`src/rtl/game_core_mp.sv`:
```
// game_core_mp: game FSM, up to P_NUM scrolling pipes, bird, score and lives; state steps on iFrameTick.
// Optional macro GAME_SPEEDUP_EN: scroll speed = 1 + score/8, capped at 4 (otherwise constant 1).
module game_core_mp #(
    parameter int H_VIS      = 640,
    parameter int V_VIS      = 480,
    parameter int H_TOT      = 800,
    parameter int V_TOT      = 525,
    parameter int H_SIZE     = $clog2(H_TOT),
    parameter int V_SIZE     = $clog2(V_TOT),
    parameter int P_NUM      = 4,
    parameter int LIVES      = 3,
    parameter int PIPE_W     = 40,
    parameter int GAP_H      = 120,
    parameter int SPACING    = 200,
    parameter int BIRD_X     = 160,
    parameter int BIRD_W     = 16,
    parameter int BIRD_H     = 16,
    parameter int BIRD_STEP  = 2,
    parameter int HIT_FRAMES = 60
) (
    input  logic                      iClk,
    input  logic                      iRst,
    input  logic                      iFrameTick,
    input  logic                      iBtnUP,
    input  logic                      iBtnDOWN,
    input  logic                      iBtnENTER,
    input  logic                      iSwCollision,
    input  logic [V_SIZE-1:0]         iRnd,
    output logic [P_NUM*H_SIZE-1:0]   oPipePos,
    output logic [P_NUM*V_SIZE-1:0]   oWindowsPos,
    output logic [P_NUM-1:0]          oPipeActive,
    output logic [V_SIZE-1:0]         oBirdPos,
    output logic [7:0]                oScore,
    output logic [2:0]                oLives,
    output logic [1:0]                oState
);
    localparam int XW  = H_SIZE + 1;
    localparam int YW  = V_SIZE + 1;
    localparam int HCW = $clog2(HIT_FRAMES + 1);

    localparam logic [XW-1:0]     X_SPAWN    = XW'(H_VIS - 1);
    localparam logic [XW-1:0]     X_PIPE_W   = XW'(PIPE_W);
    localparam logic [XW-1:0]     X_BIRD_X   = XW'(BIRD_X);
    localparam logic [XW-1:0]     X_BIRD_R   = XW'(BIRD_X + BIRD_W);
    localparam logic [XW-1:0]     X_SPACING  = XW'(SPACING);
    localparam logic [V_SIZE-1:0] Y_CENTRE   = V_SIZE'((V_VIS - BIRD_H) / 2);
    localparam logic [V_SIZE-1:0] Y_MAX      = V_SIZE'(V_VIS - BIRD_H);
    localparam logic [V_SIZE-1:0] Y_STEP     = V_SIZE'(BIRD_STEP);
    localparam logic [V_SIZE-1:0] Y_DOWN_LIM = V_SIZE'(V_VIS - BIRD_H - BIRD_STEP);
    localparam logic [V_SIZE-1:0] WIN_MIN    = V_SIZE'(8);
    localparam logic [V_SIZE-1:0] WIN_MAX    = V_SIZE'(V_VIS - GAP_H - 8);
    localparam logic [YW-1:0]     Y_BIRD_H   = YW'(BIRD_H);
    localparam logic [YW-1:0]     Y_GAP_H    = YW'(GAP_H);
    localparam logic [HCW-1:0]    HIT_LAST   = HCW'(HIT_FRAMES - 1);
    localparam logic [2:0]        LIVES_INIT = 3'(LIVES);

    typedef enum logic [1:0] {IDLE = 2'd0, PLAY = 2'd1, HIT = 2'd2, OVER = 2'd3} state_t;

    state_t              state, stateNext;
    logic                enterQ;
    logic [XW-1:0]       pipeX     [P_NUM];
    logic [XW-1:0]       pipeXNext [P_NUM];
    logic [V_SIZE-1:0]   pipeWin     [P_NUM];
    logic [V_SIZE-1:0]   pipeWinNext [P_NUM];
    logic [P_NUM-1:0]    pipeAct, pipeActNext;
    logic [V_SIZE-1:0]   birdY, birdNext;
    logic [7:0]          score, scoreNext;
    logic [2:0]          lives, livesNext;
    logic [XW-1:0]       spawnCnt, spawnNext, spawnSum;
    logic [HCW-1:0]      hitCnt, hitCntNext;
    logic [XW-1:0]       speed;
    logic [3:0]          passCnt;
    logic                found, hitNow, enterEdge;

    function automatic logic [V_SIZE-1:0] clampWindow(input logic [V_SIZE-1:0] r);
        if (r < WIN_MIN)      return WIN_MIN;
        else if (r > WIN_MAX) return WIN_MAX;
        else                  return r;
    endfunction

    function automatic logic [7:0] satAdd(input logic [7:0] s, input logic [3:0] n);
        logic [8:0] sum;
        sum = {1'b0, s} + 9'(n);
        return sum[8] ? 8'hFF : sum[7:0];
    endfunction

`ifdef GAME_SPEEDUP_EN
    logic [5:0] speedRaw;
    assign speedRaw = {1'b0, score[7:3]} + 6'd1;
    assign speed    = (speedRaw > 6'd4) ? XW'(4) : XW'(speedRaw);
`else
    assign speed = XW'(1);
`endif

    assign enterEdge = iBtnENTER & ~enterQ;

    // Collision looks only at registered positions, so a hit freezes the frame it was seen in.
    always_comb begin
        hitNow = 1'b0;
        for (int k = 0; k < P_NUM; k++) begin
            if (pipeAct[k] && (pipeX[k] < X_BIRD_R) && ((pipeX[k] + X_PIPE_W) > X_BIRD_X) &&
                ((birdY < pipeWin[k]) ||
                 (({1'b0, birdY} + Y_BIRD_H) > ({1'b0, pipeWin[k]} + Y_GAP_H))))
                hitNow = 1'b1;
        end
    end

    always_comb begin
        stateNext   = state;
        pipeActNext = pipeAct;
        for (int k = 0; k < P_NUM; k++) begin
            pipeXNext[k]   = pipeX[k];
            pipeWinNext[k] = pipeWin[k];
        end
        birdNext   = birdY;
        scoreNext  = score;
        livesNext  = lives;
        spawnNext  = spawnCnt;
        spawnSum   = spawnCnt + speed;
        hitCntNext = hitCnt;
        passCnt    = 4'd0;
        found      = 1'b0;

        case (state)
            IDLE: begin
                if (enterEdge) begin
                    stateNext   = PLAY;
                    pipeActNext = '0;
                    for (int k = 0; k < P_NUM; k++) begin
                        pipeXNext[k]   = '0;
                        pipeWinNext[k] = '0;
                    end
                    scoreNext = 8'd0;
                    spawnNext = '0;
                    livesNext = LIVES_INIT;
                    birdNext  = Y_CENTRE;
                end
            end
            PLAY: begin
                if (iFrameTick) begin
                    if (iSwCollision && hitNow) begin
                        stateNext  = HIT;
                        livesNext  = lives - 3'd1;
                        hitCntNext = '0;
                    end else begin
                        for (int k = 0; k < P_NUM; k++) begin
                            if (pipeAct[k]) begin
                                if (pipeX[k] < speed) begin
                                    pipeActNext[k] = 1'b0;
                                end else begin
                                    pipeXNext[k] = pipeX[k] - speed;
                                    if (((pipeX[k] + X_PIPE_W) > X_BIRD_X) &&
                                        ((pipeXNext[k] + X_PIPE_W) <= X_BIRD_X))
                                        passCnt = passCnt + 4'd1;
                                end
                            end
                        end
                        scoreNext = satAdd(score, passCnt);
                        spawnNext = spawnSum;
                        if (spawnSum >= X_SPACING) begin
                            spawnNext = spawnSum - X_SPACING;
                            // A slot freed by this tick's move is reusable immediately.
                            for (int k = 0; k < P_NUM; k++) begin
                                if (!found && !pipeActNext[k]) begin
                                    found          = 1'b1;
                                    pipeActNext[k] = 1'b1;
                                    pipeXNext[k]   = X_SPAWN;
                                    pipeWinNext[k] = clampWindow(iRnd);
                                end
                            end
                        end
                        case ({iBtnUP, iBtnDOWN})
                            2'b10:   birdNext = (birdY < Y_STEP) ? '0 : birdY - Y_STEP;
                            2'b01:   birdNext = (birdY > Y_DOWN_LIM) ? Y_MAX : birdY + Y_STEP;
                            default: birdNext = birdY;
                        endcase
                    end
                end
            end
            HIT: begin
                if (iFrameTick) begin
                    if (hitCnt == HIT_LAST) begin
                        if (lives != 3'd0) begin
                            stateNext   = PLAY;
                            pipeActNext = '0;
                            for (int k = 0; k < P_NUM; k++) begin
                                pipeXNext[k]   = '0;
                                pipeWinNext[k] = '0;
                            end
                            spawnNext = '0;
                            birdNext  = Y_CENTRE;
                        end else begin
                            stateNext = OVER;
                        end
                    end else begin
                        hitCntNext = hitCnt + HCW'(1);
                    end
                end
            end
            OVER: begin
                if (enterEdge) stateNext = IDLE;
            end
            default: stateNext = IDLE;
        endcase
    end

    always_ff @(posedge iClk or negedge iRst) begin
        if (!iRst) begin
            state    <= IDLE;
            enterQ   <= 1'b0;
            pipeAct  <= '0;
            for (int k = 0; k < P_NUM; k++) begin
                pipeX[k]   <= '0;
                pipeWin[k] <= '0;
            end
            birdY    <= Y_CENTRE;
            score    <= 8'd0;
            lives    <= LIVES_INIT;
            spawnCnt <= '0;
            hitCnt   <= '0;
        end else begin
            state    <= stateNext;
            enterQ   <= iBtnENTER;
            pipeAct  <= pipeActNext;
            for (int k = 0; k < P_NUM; k++) begin
                pipeX[k]   <= pipeXNext[k];
                pipeWin[k] <= pipeWinNext[k];
            end
            birdY    <= birdNext;
            score    <= scoreNext;
            lives    <= livesNext;
            spawnCnt <= spawnNext;
            hitCnt   <= hitCntNext;
        end
    end

    for (genvar k = 0; k < P_NUM; k++) begin : gPipeOut
        assign oPipePos[k*H_SIZE +: H_SIZE]    = pipeX[k][H_SIZE-1:0];
        assign oWindowsPos[k*V_SIZE +: V_SIZE] = pipeWin[k];
    end

    assign oPipeActive = pipeAct;
    assign oBirdPos    = birdY;
    assign oScore      = score;
    assign oLives      = lives;
    assign oState      = state;
endmodule
```
`config.mk`:
```
export PLATFORM = sky130hd
export DESIGN_NAME = game_core_mp
export DESIGN_NICKNAME = d
export VERILOG_FILES = /design/src/rtl/game_core_mp.sv
export SDC_FILE = /design/constraint.sdc
export NUM_CORES = 1
export LEC_CHECK = 0
export BUFFER_PORTS_ARGS = -buffer_cell sky130_fd_sc_hd__buf_2
export CAP_MARGIN = 20
export CORE_MARGIN = 5
export CORE_UTILIZATION = 56
export CTS_BUF_LIST = sky130_fd_sc_hd__clkbuf_4
export DETAILED_ROUTE_END_ITERATION = 12
export GPL_TIMING_DRIVEN = 0
export PLACE_DENSITY = 0.84
export SETUP_SLACK_MARGIN = 0.02
export SLEW_MARGIN = 40
export SYNTH_ARGS = -nofsm -noshare
export SYNTH_HDL_FRONTEND = slang
export SYNTH_SLANG_ARGS = --single-unit
export TNS_END_PERCENT = 5
```
`constraint.sdc`:
```
create_clock -name iClk -period 5.3 [get_ports iClk]
set_input_delay 0.265 -clock iClk [delete_from_list [all_inputs] [get_ports iClk]]
set_output_delay 0.265 -clock iClk [all_outputs]
set_load 0.02 [all_outputs]
```
==> results of run 1 <==
-- power by group through the flow --
| stage | registers, mW | logic (mW) | clock network [mW] |
|---|---|---|---|
| final | 1.90 | 6.69 | 0.814 |
| after global routing | 1.94 | 7.31 | 0.857 |
| after CTS | 1.85 | 6.51 | 0.815 |
| after detailed placement | 1.87 | 6.31 | 0 |
| after global placement | 1.86 | 6.12 | 0 |
| after floorplan | 1.92 | 4.45 | 0 |
-- stage by stage --
| step | util | area (µm²) |
|---|---|---|
| 6_report | 0.6539 | 13270 |
| 5_1_grt | 0.6539 | 13270 |
| 4_1_cts | 0.6511 | 13220 |
| 3_5_place_dp | 0.6204 | 12590 |
| 3_3_place_gp | 0.6177 | 12540 |
| 2_1_floorplan | - | 11590 |
-- cells by family after synthesis --
family	synth area share
and+or+nand+nor	0.1989
AOI/OAI and AO/OA	0.2318
buffers and inverters	0.07759
DFF	0.2769
adders and majority gates	0.1150
xor gates and xnor gates	0.05363
muxes	0.04586
other	0.0003234
-- worst register-to-register path, stage by stage (launching register included) --
cell,delay (ns)
dfrtp_2,0.47
inv_2,0.09
ha_4,0.13
nor3b_4,0.22
xor2_2,0.20
ha_1,0.26
and3b_1,0.23
nand2_1,0.06
nand2_1,0.06
o21ai_1,0.05
a222oi_1,0.29
o221ai_1,0.22
nor3_2,0.39
ha_1,0.32
mux2_4,0.30
ha_4,0.25
mux2_4,0.29
ha_4,0.21
mux2_4,0.28
fa_2,0.36
a21o_1,0.16
a21o_1,0.19
nand2_2,0.12
inv_2,0.06
a21o_1,0.17
a21oi_2,0.12
-- path summary, 6_finish.rpt --
kind	endpoint	slack, ns	depth (start not counted)
min	oWindowsPos[21]	0.11	3
max	oScore[4]	-0.26	25
max reg2reg	oScore[4]	-0.26	25
max in group asynchronous	oBirdPos[6]	4.35	3
min in group asynchronous	oWindowsPos[36]	0.18	2
min reg2reg	hitCnt[0]	0.52	1
-- area by class of cell --
| class | instances | area (µm²) | area share |
|---|---|---|---|
| Clock buffer | 18 | 135.1 | 0.01018 |
| Clock inverter | 14 | 188.9 | 0.01423 |
| Buffer | 110 | 588.1 | 0.04430 |
| Multi-Input combinational cell | 1076 | 7694 | 0.5796 |
| Inverter | 84 | 315.3 | 0.02375 |
| Timing Repair Buffer | 142 | 798.3 | 0.06014 |
| Sequential cell | 128 | 3214 | 0.2422 |
| Antenna cell | 1 | 2.502 | 0.0001885 |
| Tap cell | 270 | 337.8 | 0.02545 |
-- state kept, by name, indices dropped and copies added, names as in the netlist --
register and cells:
oPipePos 40, spawnCnt 11, oLives 3, oPipeActive 4, oBirdPos 9, oScore 8, oWindowsPos 40, pipeX 4
enterQ 1, oState 2, hitCnt 6
-- placed cells by master (no fill, tap or decap), drive strengths merged, types with 14 or more instances in the layout --
| cell type | count |
|---|---|
| o21a | 19 |
| nand3 | 48 |
| nor2 | 95 |
| xor2 | 22 |
| and3 | 16 |
| nor2b | 18 |
| inv | 86 |
| ha | 105 |
| o21ai | 69 |
| mux2 | 14 |
| o31ai | 17 |
| dfrtp | 122 |
| mux2i | 37 |
| nand2 | 129 |
| xnor2 | 49 |
| buf | 187 |
| clkbuf | 80 |
| nand4 | 21 |
| nor3 | 48 |
| a21o | 21 |
| a21oi | 81 |
| a31oi | 20 |
| nor4 | 18 |
-- routing by layer --
metal,global-route usage,routed length (µm)
met1,0.4058,14970
met2,0.4938,17220
met3,0.06015,3921
met4,0.1211,1314
met5,0,0
-- timing repair --
action                                 CTS  global route
resized for setup                       31            12
setup endpoints to repair               41            64
setup buffers                           15             1
endpoints found under the hold margin   63             0
pin swaps                               25             6
hold buffers                             3             0
==> reports/qor.csv, run 1 <==
stage,metric,value,unit
synth,ranking of synthesized cells by area,"dfrtp_1, ha_1, nand2_1, xnor2_1, a21oi_1",
sta,Slew Limit Fails,0,
placed_design,pre-CTS WS,-1.012,ns
clock_network,maximum clock path buffer count,2,
synth,Post-Syn Instances,1399,
power,Pleak,6.186,nW
placed_design,HPWL after detailed placement,26970,µm
layout,Syn-to-layout area delta,14.48,%
power,switching share of power,0.5391,
clock_network,Clock Latency Late Sink,0.60,ns
placed_design,Placed Instances,1791,
synth,number of synthesized register bits,128,
clock_network,clk sink count,128,
worst_setup_path,Critical path buffers and inverters,2,
detailed_routing,DRT Wirelength,37430,µm
synth,most common flop cell mapped by yosys,dfrtp_1,
worst_setup_path,Critical Path RT,5.82,ns
floorplan,die area,23680,µm²
synth,total of warnings raised by yosys,0,
sta,setup ws final,-0.2643,ns
flow_run,max-cap violation count,0,
sta,Worst-Margin Slew,0.9853,ns
synth,asr flop ratio synth,1.000,
synth,most numerous cell in the Yosys netlist,nand2_1,
synth,top post-synthesis cells by count,"nand2_1, dfrtp_1, ha_1",
placed_design,GP Congestion,0.9773,
detailed_routing,vias per cell,6.490,
synth,Yosys top cell area share,0.2633,
synth,biggest area consumer among synthesized cells,dfrtp_1,
worst_setup_path,Crit. Startpoint,oPipePos[10],
power,Internal,4.334,mW
power,clock network power share,0.087,
global_routing,first-pass GRT wire length,59020,µm
global_routing,largest net degree at the start of global routing,68,
floorplan,Die H,153.9,µm
power,power per cell area,708.4,nW/µm²
sta,fmax,179.7,MHz
detailed_routing,drt drc,0,
layout,fillcell total,1690,
floorplan,# IOs,124,
detailed_routing,"antenna viol nets, final",0,
power,Peak VDD IR,0.0003791,V
detailed_routing,via count,11960,
worst_hold_path,Hold Path Class,in -> reg,
clock_network,TritonCTS Buffers,17,
detailed_routing,drt wl/cell,20.31,µm
power,Gate power share,0.712,
layout,Total Nets Final,1682,
synth,"EDFF count, synth",0,
detailed_routing,initial DRC count,1320,
worst_setup_path,crit-path leading delay family,adder cells,
sta,Hold Fails Final Rpt,0,
floorplan,Initial Util,0.5712,
detailed_routing,DR pass1 iterations,6,
power,Psw,5.069,mW
floorplan,row count,52,
synth,sequential element share of the synthesized area,0.2769,
sta,Final period util,1.050,
worst_setup_path,CP max stage delay,0.47,ns
global_routing,GRT Util Overall,0.3059,
synth,post-synthesis cell type count,88,
placed_design,I/O Buffers,121,
sta,final hold slack,0.1116,ns
clock_network,"CTS clk-pin slew, worst paths",0.12,ns
floorplan,Die W,153.9,µm
sta,RSZ-0062 raised after global routing,true,
layout,"Cell Count, Final, Fillers Out",1843,
worst_setup_path,Setup Crit Path Kind,reg -> reg,
sta,setup violators final,8,
clock_network,CTS tree,built,
worst_setup_path,crit path max-delay cell type,dfrtp_2,
layout,share of cells above drive strength 1,0.1921,
power,sequential share of power,0.202,
outcome,failing checks,setup timing,
synth,syn nets,1522,
global_routing,vias in the first global route,11230,
sta,Slew headroom,0.3432,
worst_setup_path,Setup crit start kind,flip-flop,
worst_setup_path,endpoint class of the critical path,flip-flop,
sta,final setup TNS,-1.745,ns
power,total power,9.404,mW
worst_hold_path,HP Start,iRnd[1],
outcome,status,"complete, but fails checks",
sta,Final min period,5.564,ns
global_routing,initial antenna violation count,1,
global_routing,Congestion Overflow GR,0,
worst_setup_path,Worst Path Arrival,6.08,ns
floorplan,Placeable Area,20300,µm²
worst_setup_path,crit-path max FO,4,
sta,clock skew,0.02314,ns
synth,synthesized area,11590,µm²
clock_network,CTS root buf,clkbuf_4,
synth,syn avg cell area,8.288,µm²
clock_network,CTS H-tree depth,4,
worst_setup_path,launch point of the worst reg-to-reg path,oPipePos[10],
Note: power is estimated with default switching activity, not from simulation.
==> inputs of run 2 (changes only) <==
--- a/config.mk
+++ b/config.mk
@@ -5,14 +5,14 @@
 export SDC_FILE = /design/constraint.sdc
 export NUM_CORES = 1
 export LEC_CHECK = 0
-export BUFFER_PORTS_ARGS = -buffer_cell sky130_fd_sc_hd__buf_2
 export CAP_MARGIN = 20
 export CORE_MARGIN = 5
-export CORE_UTILIZATION = 56
+export CORE_UTILIZATION = 65
 export CTS_BUF_LIST = sky130_fd_sc_hd__clkbuf_4
 export DETAILED_ROUTE_END_ITERATION = 12
+export DONT_BUFFER_PORTS = 1
 export GPL_TIMING_DRIVEN = 0
-export PLACE_DENSITY = 0.84
+export PLACE_DENSITY = 0.85
 export SETUP_SLACK_MARGIN = 0.02
 export SLEW_MARGIN = 40
 export SYNTH_ARGS = -nofsm -noshare
==> constraint.sdc (replaced) <==
create_clock -name iClk -period 5.5 [get_ports iClk]
set_input_delay 0.275 -clock iClk [delete_from_list [all_inputs] [get_ports iClk]]
set_output_delay 0.275 -clock iClk [all_outputs]
set_load 0.02 [all_outputs]
==> reports/qor.csv, run 2 (synthesized netlist as in run 1, its figures left out) <==
stage,metric,value,unit,change
outcome,status,"complete, but fails checks",,unchanged
outcome,failing checks,setup timing,,unchanged
sta,fmax,176.8,MHz,was 179.7 MHz
worst_setup_path,crit-path max FO,8,,was 4
flow_run,max-cap violation count,0,,unchanged
detailed_routing,DR top layer,met4,,unchanged
sta,setup ws final,-0.1565,ns,was -0.2643 ns
layout,Syn-to-layout area delta,10.23,%,was 14.48%
detailed_routing,drt wl/cell,22.18,µm,was 20.31 µm
clock_network,Clock Latency Late Sink,0.61,ns,was 0.60 ns
placed_design,pre-CTS WS,-0.9085,ns,was -1.012 ns
global_routing,Congestion Overflow GR,0,,unchanged
worst_setup_path,Critical Path RT,5.98,ns,was 5.82 ns
global_routing,vias in the first global route,11410,,was 11230
clock_network,maximum clock path buffer count,2,,unchanged
layout,"most common cell after layout, fill and taps aside",nand2_1,,unchanged
power,Pleak,5.702,nW,was 6.186 nW
worst_setup_path,CP max stage delay,0.49,ns,was 0.47 ns
worst_setup_path,Setup Crit Path Kind,reg -> reg,,unchanged
placed_design,"Cell Area, Placed",11890,µm²,was 12590 µm²
global_routing,GRT Util Overall,0.3600,,was 0.3059
sta,Slew headroom,0.3798,,was 0.3432
detailed_routing,met2 wire len,16660,µm,was 17220 µm
clock_network,CTS H-tree depth,4,,unchanged
sta,Worst-Margin Slew,0.9206,ns,was 0.9853 ns
worst_hold_path,Hold Path Class,in -> reg,,unchanged
sta,Hold Fails Final Rpt,0,,unchanged
global_routing,largest net degree at the start of global routing,129,,was 68
sta,Final min period,5.657,ns,was 5.564 ns
layout,most frequent cells in the layout,"nand2_1, dfrtp_1, ha_1",,"was nand2_1, buf_2, dfrtp_1"
sta,clock skew,0.02143,ns,was 0.02314 ns
placed_design,GP Congestion,0.9923,,was 0.9773
power,total power,8.903,mW,was 9.404 mW
floorplan,Die H,143.6,µm,was 153.9 µm
sta,Final period util,1.028,,was 1.050
floorplan,die area,20610,µm²,was 23680 µm²
global_routing,first-pass GRT wire length,58830,µm,was 59020 µm
layout,share of cells above drive strength 1,0.1414,,was 0.1921
global_routing,initial antenna violation count,1,,unchanged
detailed_routing,initial DRC count,1557,,was 1320
floorplan,Initial Util,0.6657,,was 0.5712
layout,end-of-flow core utilization,0.7338,,was 0.6539
placed_design,HPWL after detailed placement,26100,µm,was 26970 µm
clock_network,CTS root buf,clkbuf_4,,unchanged
detailed_routing,DR WL met3,4470,µm,was 3921 µm
worst_setup_path,crit-path leading delay family,compound AO/OA/AOI/OAI gates,,was adder cells
floorplan,row count,48,,was 52
detailed_routing,vias per cell,6.972,,was 6.490
worst_setup_path,crit path max-delay cell type,dfrtp_2,,unchanged
sta,RSZ-0062 raised after global routing,true,,unchanged
clock_network,CTS tree,built,,unchanged
detailed_routing,WL met1,14010,µm,was 14970 µm
detailed_routing,drt drc,0,,unchanged
clock_network,TritonCTS Buffers,17,,unchanged
floorplan,Placeable Area,17420,µm²,was 20300 µm²
detailed_routing,DRT Wirelength,37480,µm,was 37430 µm
detailed_routing,DR pass1 iterations,7,,was 6
clock_network,clk sink count,128,,unchanged
worst_setup_path,Worst Path Arrival,6.13,ns,was 6.08 ns
clock_network,"CTS clk-pin slew, worst paths",0.12,ns,about the same
floorplan,# IOs,124,,unchanged
layout,Total Nets Final,1574,,was 1682
power,power per cell area,696.6,nW/µm²,was 708.4 nW/µm²
detailed_routing,"antenna viol nets, final",0,,unchanged
sta,setup violators final,12,,was 8
worst_setup_path,sequence of cells on the critical path,buf_4 > nor3_2 > nand2_1 > nor3_1 > a21o_1 > a211o_1 > a221oi_2 > buf_4 > ha_1 > mux2_4 > ha_4 > mux2_4 > ha_4 > mux2_4 > ha_4 > a21o_1 > a21oi_2 > nor2b_1 > o21ai_2 > buf_4 > o31ai_2 > a21oi_1,,
sta,final setup TNS,-1.004,ns,was -1.745 ns
sta,Slew Limit Fails,0,,unchanged
placed_design,I/O Buffers,0,,was 121
power,Peak VDD IR,0.0003836,V,was 0.0003791 V
detailed_routing,via count,11780,,was 11960
worst_setup_path,Critical path buffers and inverters,3,,was 2
worst_setup_path,Setup crit start kind,flip-flop,,unchanged
layout,post-route cell area,12780,µm²,was 13270 µm²
worst_setup_path,endpoint class of the critical path,flip-flop,,unchanged
floorplan,Die W,143.6,µm,was 153.9 µm
run 2: worst paths after layout:
| kind | from | end | slack, ns | depth (start not counted) |
|---|---|---|---|---|
| min in group asynchronous | iRst | oWindowsPos[20] | 0.27 | 2 |
| setup reg to reg | oPipePos[0] | oScore[7] | -0.16 | 22 |
| max in group asynchronous | iRst | oPipePos[1] | 4.66 | 2 |
| hold reg to reg | hitCnt[0] | hitCnt[0] | 0.52 | 1 |
| setup / recovery | oPipePos[0] | oScore[7] | -0.16 | 22 |
| hold / removal | iRnd[3] | oWindowsPos[13] | 0.06 | 3 |
run 2: worst min-delay path, delay by kind of cell:
family / cells / cell delay [ns]
AOI/OAI and AO/OA: 2 / 0.22
and+or+nand+nor: 1 / 0.12
run 2: cell type report:
cell class	instances	area, µm²
multi-input cells	1076	7789
fillers	1334	4636
flip-flops and latches	128	3216
plain buffers	110	585.6
inverters	84	315.3
repair buffers	34	290.3
well taps	225	281.5
clock inverters	14	166.4
clock buffers	18	135.1
diodes	1	2.502
run 2: repair_timing:
item                                    4_1_cts  5_1_grt
gates cloned                                  0        0
buffers inserted                             13       12
pin swaps                                    16       17
resized for setup                            28       36
endpoints found under the setup margin       14       38
hold buffers                                  8        0
hold endpoints to repair                    144        0
run 2: power breakdown:
part / internal [mW] / switching (mW) / total (mW)
logic: 2.39 / 3.72 / 6.11
registers: 1.31 / 0.766 / 2.07
clock network: 0.318 / 0.403 / 0.721
total: 4.01 / 4.89 / 8.90
run 2: per-stage QoR:
| step | cells | hold slack, ns |
|---|---|---|
| 2_1_floorplan | 1399 | -0.02059 |
| 3_3_place_gp | 1624 | -0.01811 |
| 3_5_place_dp | 1624 | -0.01822 |
| 4_1_cts | 1677 | 0.01639 |
| 5_1_grt | 1690 | 0.05703 |
| 6_report | 1690 | 0.05736 |
run 2: metal layers:
| metal | vias up | global-route usage |
|---|---|---|
| li1 | 5223 | - |
| met1 | 5468 | 0.4518 |
| met2 | 854 | 0.5535 |
| met3 | 238 | 0.09983 |
| met4 | 0 | 0.2170 |
| met5 | - | 0 |
==> inputs of run 3 (changes only) <==
--- a/config.mk
+++ b/config.mk
@@ -6,6 +6,7 @@
 export NUM_CORES = 1
 export LEC_CHECK = 0
 export CAP_MARGIN = 20
+export CORE_ASPECT_RATIO = 0.75
 export CORE_MARGIN = 5
 export CORE_UTILIZATION = 65
 export CTS_BUF_LIST = sky130_fd_sc_hd__clkbuf_4
==> reports/qor.csv, run 3 (synthesized netlist as in run 1, its figures left out) <==
stage,metric,value,unit,change
global_routing,GRT Util Overall,0.3588,,was 0.3600
worst_hold_path,Hold Path Class,in -> reg,,unchanged
sta,setup violators final,8,,was 12
detailed_routing,WL met1,15560,µm,was 14010 µm
clock_network,maximum clock path buffer count,2,,unchanged
detailed_routing,drt drc,0,,unchanged
worst_setup_path,CP max stage delay,0.47,ns,was 0.49 ns
outcome,status,"complete, but fails checks",,unchanged
sta,Worst-Margin Slew,0.9522,ns,was 0.9206 ns
detailed_routing,DR pass1 iterations,9,,was 7
floorplan,# IOs,124,,unchanged
sta,Hold Fails Final Rpt,0,,unchanged
sta,Slew headroom,0.3652,,was 0.3798
placed_design,GP Congestion,1.025,,was 0.9923
detailed_routing,drt wl/cell,22.45,µm,was 22.18 µm
layout,most frequent cells in the layout,"nand2_1, dfrtp_1, ha_1",,unchanged
layout,"most common cell after layout, fill and taps aside",nand2_1,,unchanged
detailed_routing,DRT Wirelength,38080,µm,was 37480 µm
sta,Final period util,1.023,,was 1.028
worst_hold_path,HP Start,iSwCollision,,was iRnd[3]
placed_design,pre-CTS WS,-0.8336,ns,was -0.9085 ns
floorplan,Initial Util,0.6586,,was 0.6657
sta,Slew Limit Fails,0,,unchanged
detailed_routing,DR top layer,met4,,unchanged
detailed_routing,"antenna viol nets, final",0,,unchanged
floorplan,row count,42,,was 48
layout,Syn-to-layout area delta,9.216,%,was 10.23%
layout,"Cell Count, Final, Fillers Out",1696,,was 1690
floorplan,Die H,125.7,µm,was 143.6 µm
detailed_routing,via count,11610,,was 11780
sta,RSZ-0062 raised after global routing,true,,unchanged
worst_setup_path,sequence of cells on the critical path,buf_4 > buf_4 > nor3_2 > nand2_1 > xnor2_1 > nor4_1 > o21ai_0 > a221oi_2 > ha_1 > mux2_4 > ha_4 > mux2_4 > ha_4 > mux2_4 > fa_2 > a21o_1 > a21o_1 > nand2_2 > inv_2 > a21o_1 > a21oi_2,,was buf_4 > nor3_2 > nand2_1 > nor3_1 > a21o_1 > a211o_1 > a221oi_2 > buf_4 > ha_1 > mux2_4 > ha_4 > mux2_4 > ha_4 > mux2_4 > ha_4 > a21o_1 > a21oi_2 > nor2b_1 > o21ai_2 > buf_4 > o31ai_2 > a21oi_1
flow_run,max-cap violation count,0,,unchanged
layout,fillcell total,1388,,was 1334
outcome,failing checks,setup timing,,unchanged
sta,fmax,177.8,MHz,was 176.8 MHz
detailed_routing,vias per cell,6.844,,was 6.972
worst_setup_path,Worst Path Arrival,6.15,ns,was 6.13 ns
placed_design,Placed Instances,1641,,was 1624
power,Peak VDD IR,0.0003255,V,was 0.0003836 V
layout,Antenna diodes,0,,was 1
global_routing,first-pass GRT wire length,58830,µm,unchanged
worst_setup_path,crit-path max FO,7,,was 8
sta,setup ws final,-0.1257,ns,was -0.1565 ns
power,Pleak,5.645,nW,was 5.702 nW
global_routing,vias in the first global route,10710,,was 11410
floorplan,Die W,164.2,µm,was 143.6 µm
worst_setup_path,Setup Crit Path Kind,reg -> reg,,unchanged
worst_setup_path,Setup crit start kind,flip-flop,,unchanged
global_routing,Congestion Overflow GR,0,,unchanged
placed_design,HPWL after detailed placement,27090,µm,was 26100 µm
clock_network,CTS root buf,clkbuf_4,,unchanged
worst_setup_path,launch point of the worst reg-to-reg path,oPipePos[0],,unchanged
clock_network,Clock Latency Late Sink,0.60,ns,was 0.61 ns
floorplan,Placeable Area,17600,µm²,was 17420 µm²
global_routing,largest net degree at the start of global routing,129,,unchanged
detailed_routing,initial DRC count,1592,,was 1557
clock_network,CTS H-tree depth,4,,unchanged
global_routing,initial antenna violation count,0,,was 1
worst_setup_path,Crit. Startpoint,oPipePos[0],,unchanged
layout,Total Nets Final,1564,,was 1574
worst_setup_path,crit path max-delay cell type,dfrtp_2,,unchanged
clock_network,clk sink count,128,,unchanged
sta,Final min period,5.626,ns,was 5.657 ns
clock_network,TritonCTS Buffers,17,,unchanged
worst_setup_path,endpoint class of the critical path,flip-flop,,unchanged
placed_design,I/O Buffers,0,,unchanged
layout,end-of-flow core utilization,0.7193,,was 0.7338
clock_network,"CTS clk-pin slew, worst paths",0.12,ns,about the same
detailed_routing,met2 wire len,15980,µm,was 16660 µm
clock_network,CTS tree,built,,unchanged
detailed_routing,DR WL met3,5325,µm,was 4470 µm
power,power per cell area,704.9,nW/µm²,was 696.6 nW/µm²
sta,clock skew,0.01898,ns,was 0.02143 ns
worst_setup_path,Critical Path RT,6.02,ns,was 5.98 ns
floorplan,die area,20640,µm²,was 20610 µm²
layout,share of cells above drive strength 1,0.1314,,was 0.1414
[run 3: critical path, delay by kind of cell (launching register included)]
family,cells,cell delay [ns]
and+or+nand+nor,4,1.29
AOI/OAI and AO/OA,6,1.23
adders and majority gates,4,1.09
muxes,3,0.87
DFF,1,0.47
buffers and inverters,3,0.34
xor gates and xnor gates,1,0.27
[run 3: cell type report]
| type | count | area (µm²) | area share |
|---|---|---|---|
| buffer | 110 | 588.1 | 0.04644 |
| clock inverter | 14 | 147.6 | 0.01166 |
| tap | 242 | 302.8 | 0.02391 |
| multi-input combinational | 1076 | 7751 | 0.6121 |
| sequential | 128 | 3213 | 0.2537 |
| timing repair buffer | 24 | 210.2 | 0.01660 |
| clock buffer | 18 | 135.1 | 0.01067 |
| inverter | 84 | 315.3 | 0.02490 |
[run 3: per-layer routing]
layer	vias up	track usage
met5	-	0
met4	0	0.1134
met3	139	0.1163
met2	795	0.5152
met1	5473	0.5147
li1	5200	-
[run 3: what timing repair did]
item                                    in CTS  in global routing
endpoints found under the hold margin      137                  0
buffers inserted                            12                  5
endpoints found under the setup margin      41                 49
hold buffers                                 6                  0
pin swaps                                   16                 28
gates resized for setup                     33                 23
[run 3: power by group]
group / internal (mW) / switching (mW) / leakage [nW] / total, mW
Sequential: 1.30 / 0.770 / 1.60 / 2.07
Combinational: 2.37 / 3.78 / 3.90 / 6.15
Clock: 0.310 / 0.395 / 0.148 / 0.705
Total: 3.98 / 4.95 / 5.64 / 8.93
[run 3: path summary, 6_finish.rpt]
check	to	slack, ns	depth (start not counted)
worst min-delay path	spawnCnt[6]	0.04	3
worst max register to register	oScore[4]	-0.13	21
worst min register to register	hitCnt[0]	0.52	1
worst max-delay path	oScore[4]	-0.13	21
max in group asynchronous	oPipePos[10]	4.62	2
min in group asynchronous	oWindowsPos[3]	0.30	2
[run 3: through the flow]
step	area (µm²)	TNS, ns	power [mW]	hold slack, ns
5_1_grt	12660	-3.218	9.500	0.05309
2_1_floorplan	11590	0	6.135	-0.02059
4_1_cts	12520	0	8.607	0.03061
3_3_place_gp	11900	-5.215	7.480	-0.01745
3_5_place_dp	11920	-7.979	7.693	-0.01763
6_report	12660	-0.6519	8.927	0.04279
